--- config.mk ---
export PLATFORM = sky130hd
export DESIGN_NAME = fetch_unit
export DESIGN_NICKNAME = d
export VERILOG_FILES = /design/src/rtl/fetch_unit.sv
export SDC_FILE = /design/constraint.sdc
export NUM_CORES = 1
export LEC_CHECK = 0
export ABC_AREA = 1
export CAP_MARGIN = 20
export CORE_MARGIN = 5
export CORE_UTILIZATION = 48
export CTS_CLUSTER_SIZE = 30
export DETAILED_ROUTE_END_ITERATION = 7
export HOLD_SLACK_MARGIN = 0.12
export PLACE_DENSITY_LB_ADDON = 0.25
export SYNTH_ARGS = -nofsm -noshare
export SYNTH_HDL_FRONTEND = slang
export SYNTH_SLANG_ARGS = --single-unit
--- constraint.sdc ---
create_clock -name clk -period 9.95 [get_ports clk]
set_input_delay 2.985 -clock clk [delete_from_list [all_inputs] [get_ports clk]]
set_output_delay 2.985 -clock clk [all_outputs]
set_load 0.005 [all_outputs]
--- src/rtl/fetch_unit.sv ---
// Instruction-fetch stage: owns the PC, issues one-cycle-latency reads and buffers returned words for decode.
// Optional FETCH_PERF_EN adds saturating fetched/flushed performance counters.
module fetch_unit #(
  parameter int unsigned    PC_W     = 16,
  parameter int unsigned    INSTR_W  = 16,
  parameter int unsigned    ADDR_W   = 8,
  parameter int unsigned    PC_STEP  = 2,
  parameter int unsigned    DEPTH    = 4,
  parameter logic [PC_W-1:0] RESET_PC = '0
) (
  input  logic               clk,
  input  logic               rst,
  output logic               imem_rd,
  output logic [ADDR_W-1:0]  imem_addr,
  input  logic [INSTR_W-1:0] imem_rdata,
  input  logic               redirect_valid,
  input  logic [PC_W-1:0]    redirect_pc,
  output logic               out_valid,
  input  logic               out_ready,
  output logic [INSTR_W-1:0] out_instr,
  output logic [PC_W-1:0]    out_pc,
  output logic [PC_W-1:0]    out_pc_plus
`ifdef FETCH_PERF_EN
  ,
  output logic [31:0]        perf_fetched,
  output logic [31:0]        perf_flushed
`endif
);

  localparam int unsigned PTR_W = $clog2(DEPTH);
  localparam int unsigned CNT_W = PTR_W + 1;

  typedef struct packed {
    logic [INSTR_W-1:0] instr;
    logic [PC_W-1:0]    pc;
    logic [PC_W-1:0]    pc_plus;
  } entry_t;

  entry_t            fifo [DEPTH];
  logic [PTR_W-1:0]  rd_ptr, wr_ptr;
  logic [CNT_W-1:0]  count;
  logic [PC_W-1:0]   fetch_pc, inflight_pc;
  logic              inflight, drop;
  logic              pop, push, issue;
  logic [CNT_W:0]    occupancy;

  assign out_valid   = (count != '0);
  assign pop         = out_valid & out_ready;
  // Slots already committed once this cycle's pop leaves; an issue needs one free.
  assign occupancy   = (CNT_W+1)'(count) + (CNT_W+1)'(inflight) - (CNT_W+1)'(pop);
  assign issue       = !rst && !redirect_valid && (occupancy < (CNT_W+1)'(DEPTH));
  assign push        = inflight && !drop && !redirect_valid;
  assign imem_rd     = issue;
  assign imem_addr   = fetch_pc[ADDR_W-1:0];

  assign out_instr   = fifo[rd_ptr].instr;
  assign out_pc      = fifo[rd_ptr].pc;
  assign out_pc_plus = fifo[rd_ptr].pc_plus;

  // FIFO storage carries no reset; count alone defines validity.
  always_ff @(posedge clk) begin
    if (push) begin
      fifo[wr_ptr] <= '{instr: imem_rdata, pc: inflight_pc,
                         pc_plus: inflight_pc + PC_W'(PC_STEP)};
    end
  end

  always_ff @(posedge clk or posedge rst) begin
    if (rst) begin
      fetch_pc    <= RESET_PC;
      inflight    <= 1'b0;
      inflight_pc <= '0;
      drop        <= 1'b0;
      count       <= '0;
      rd_ptr      <= '0;
      wr_ptr      <= '0;
    end else begin
      drop     <= redirect_valid;
      inflight <= issue;
      if (issue) begin
        inflight_pc <= fetch_pc;
      end
      if (redirect_valid) begin
        fetch_pc <= redirect_pc;
        count    <= '0;
        rd_ptr   <= '0;
        wr_ptr   <= '0;
      end else begin
        if (issue) fetch_pc <= fetch_pc + PC_W'(PC_STEP);
        if (push)  wr_ptr   <= wr_ptr + PTR_W'(1);
        if (pop)   rd_ptr   <= rd_ptr + PTR_W'(1);
        if (push && !pop)      count <= count + CNT_W'(1);
        else if (!push && pop) count <= count - CNT_W'(1);
      end
    end
  end

`ifdef FETCH_PERF_EN
  logic [32:0] flushed_sum;

  assign flushed_sum = {1'b0, perf_flushed} + 33'(count) + 33'(inflight);

  always_ff @(posedge clk or posedge rst) begin
    if (rst) begin
      perf_fetched <= '0;
      perf_flushed <= '0;
    end else begin
      if (pop && (perf_fetched != '1)) perf_fetched <= perf_fetched + 32'd1;
      if (redirect_valid) perf_flushed <= flushed_sum[32] ? '1 : flushed_sum[31:0];
    end
  end
`endif

endmodule

==> run metrics <==
worst-margin pin slew 0.938 ns; post-cts resize count 0; cell mode on critical path nand2_1; Net Count, Synth 876; Slowest-stage cell, CP clkdlybuf4s50_1; mapped cell area 9620 um2; antenna violations before repair 0; Layout Skew approximately 0.018 ns; Setup CP Type in2out; final wirelength between 15 and 20 mm; cells after synthesis 830; Max IR drop VDD ~130 uV; max-cap violations 0; Lkg Pwr slightly above 4 nW; f_max roughly 120 MHz; antenna fix cells 0; Ports 94; WP data required about 7 ns; fin. max-slew vios 0; CTS tree done; Worst EP arrival roughly 5.6 ns; setup TNS 0 ns; root buffer cell clkbuf_16; slew margin rel. 37.4%; R2R depth 15; DIE WIDTH 152 um; Final GP Congestion between 0.8 and 0.9; starting density of the core about half; area grow syn2layout 18.5%; Critical Path Sink imem_rd; Hold Path Class reg2reg; fin crit period 8.63 ns; IO Port Bufs between 90 and 100; nets 954; Die Height around 150 um; Reg2Reg Setup Slack between 7 and 8 ns; global route total overflow 0; sequential area share after synthesis between 60% and 70%; origin of the worst setup path out_ready; core area 19600 um2; Final Setup Violations 0; leading cell types in the layout, fill and taps excluded 188 x edfxtp_1, 129 x nand2_1, 118 x nor2_1; #FFs+latches synth around 230; CP Max Fanout 27; Fillers approximately 1600; Clk Latency, worst-skew pair approximately 0.51 ns; detailed-route via count 6263; YS warnings 0; Antenna Nets Post-Route 0; first-pass GRT wire length just over 30 mm; commonest non-fill, non-tap cell in the layout edfxtp_1; top cells by area in the synthesized netlist edfxtp_1 59%, dfrtp_1 11%, o21ai_0 5.8%, nand2_1 5.0%, nor2_1 4.8%; CP delay by family, top buffers and inverters; vias per cell about 5.3; Post-CTS Setup Bufs 0; area leader, netlist edfxtp_1; outcome finished clean; Avg WL per Cell between 15 and 20 um; post-DP HPWL ~11 mm; Inserted Clock Buffers 24; final period utilization between 80% and 90%; H-tree Lvls 1; vias in the first global route 5979; Max Root-Sink Buffers 3; share of layout cells above drive strength 1 about 6.3%; FF-to-FF Start count[2]$_DFFE_PP0P_; Netlist cell types 35; die area between 20000 and 25000 um2; GRT Util Overall roughly 17%; # DRC 0; type of origin of the critical path input port; mean post-synth cell area roughly 12 um2; Crit. End Element output pin; 1st-iter DRT viols 350; clock slew at reported path FFs ~0.06 ns; reg2reg end inflight_pc[12]$_DFFE_PP0P_; Rows 51; Crit path largest cell delay approximately 0.61 ns; Buf/Inv on CP 5; PnR Total Power 2.75 mW; post-synth top area share 58.7%; unrepaired setup endpoints after global routing no; Hold Buf Count CTS 0; PD cells roughly 240 nW/um2; CTS Sinks 229; Cell Chain, Critical Path clkdlybuf4s50_1 -> nand2_1 -> inv_1 -> ha_1 -> inv_1 -> ha_1 -> nand2_1 -> inv_1 -> nand2_1 -> nand2_1 -> nand2_2 -> nand3_4 -> nor2_4 -> clkdlybuf4s50_1; Final Hold Viols 0; largest net degree at the start of global routing 96; drt first pass iters 5; Worst path depth 14
==> where the power goes <==
group          switching [mW]  total, mW  internal (mW)
registers               0.101       1.28           1.18
clock network           0.327      0.789          0.462
logic                   0.383      0.681          0.298
==> layer usage <==
layer	track usage [%]	part of all wire, %
met4	4.13	1.4
met1	24.0	46
met3	2.44	5.7
met2	27.6	47
met5	0	0
==> tightest hold or removal path, stage by stage, from the launching register on <==
cell,delay [ns]
dfrtp_1,0.34
inv_1,0.05
o21ai_1,0.11
==> cell families after synthesis <==
family | count (synthesis) | share of synthesized area (%)
simple gates | 307 | 13.3
compound gates | 175 | 9.98
fa+ha+maj | 10 | 1.38
buf+inv | 93 | 4.57
flops | 229 | 69.4
xor+xnor | 16 | 1.46
==> registers in the layout (all words and copies together), names as in the netlist <==
name,count
fifo,188
count,3
wr_ptr,2
inflight,1
fetch_pc,16
drop,1
rd_ptr,2
inflight_pc,16
==> area by class of cell <==
cell class	count	area, um2	area share [%]
clock inverters	5	21.3	0.187
multi-input cells	508	2540	22.3
flip-flops and latches	229	6670	58.5
inverters	43	161	1.42
well taps	265	332	2.91
clock buffers	38	674	5.92
repair buffers	102	998	8.76
==> Yosys cell counts <==
cell type  count
buf_4          9
nor3_2         2
inv_2          2
or2_2          1
nor2_4         1
clkinv_1       1
dfrtp_1       41
xor2_1        13
o21ai_4        1
nor2_1       122
a21oi_1        4
nor2_2         2
nand4_1        5
edfxtp_1     188
o31ai_1        1
inv_1         40
a21oi_2        1
o21ai_0      111
o21ai_1        7
a21o_1         1
nand3b_1       2
fa_1           1
nand3_4        1
o22ai_1       48
nand2_2        3
xnor2_1        3
clkbuf_1      24
buf_2          9
nand3_2        1
ha_1           9
a22o_1         1
buf_6          6
nand2_1      129
buf_1          2
nand3_1       38
==> how the worst min path moves through the flow <==
stage | start | depth (start not counted) | slack (ns) | end
2_1_floorplan | inflight_pc[0]$_DFFE_PP0P_ | 0 | 0.48 | fifo[0][16]$_DFFE_PP_
3_3_place_gp | fetch_pc[0]$_DFFE_PP0P_ | 2 | 0.53 | inflight_pc[0]$_DFFE_PP0P_
3_5_place_dp | inflight_pc[0]$_DFFE_PP0P_ | 0 | 0.54 | fifo[3][16]$_DFFE_PP_
4_1_cts | fetch_pc[0]$_DFFE_PP0P_ | 2 | 0.55 | inflight_pc[0]$_DFFE_PP0P_
5_1_grt | inflight_pc[0]$_DFFE_PP0P_ | 0 | 0.58 | fifo[3][16]$_DFFE_PP_
6_report | fetch_pc[0]$_DFFE_PP0P_ | 2 | 0.54 | inflight_pc[0]$_DFFE_PP0P_
==> per-stage QoR <==
stage | setup WS (ns) | utilization, % | cell area (um2) | hold slack (ns) | instances
finish | 1.32 | 58.2 | 11400 | 0.541 | 1190
global placement | 1.38 | 54.6 | 10700 | 0.529 | 1147
detailed placement | 1.30 | 54.6 | 10700 | 0.539 | 1147
CTS | 1.29 | 58.2 | 11400 | 0.554 | 1190
global route | 1.06 | 58.2 | 11400 | 0.584 | 1190
floorplan | 2.63 | - | 9620 | 0.476 | 830
(Power assumes the default switching activity.)
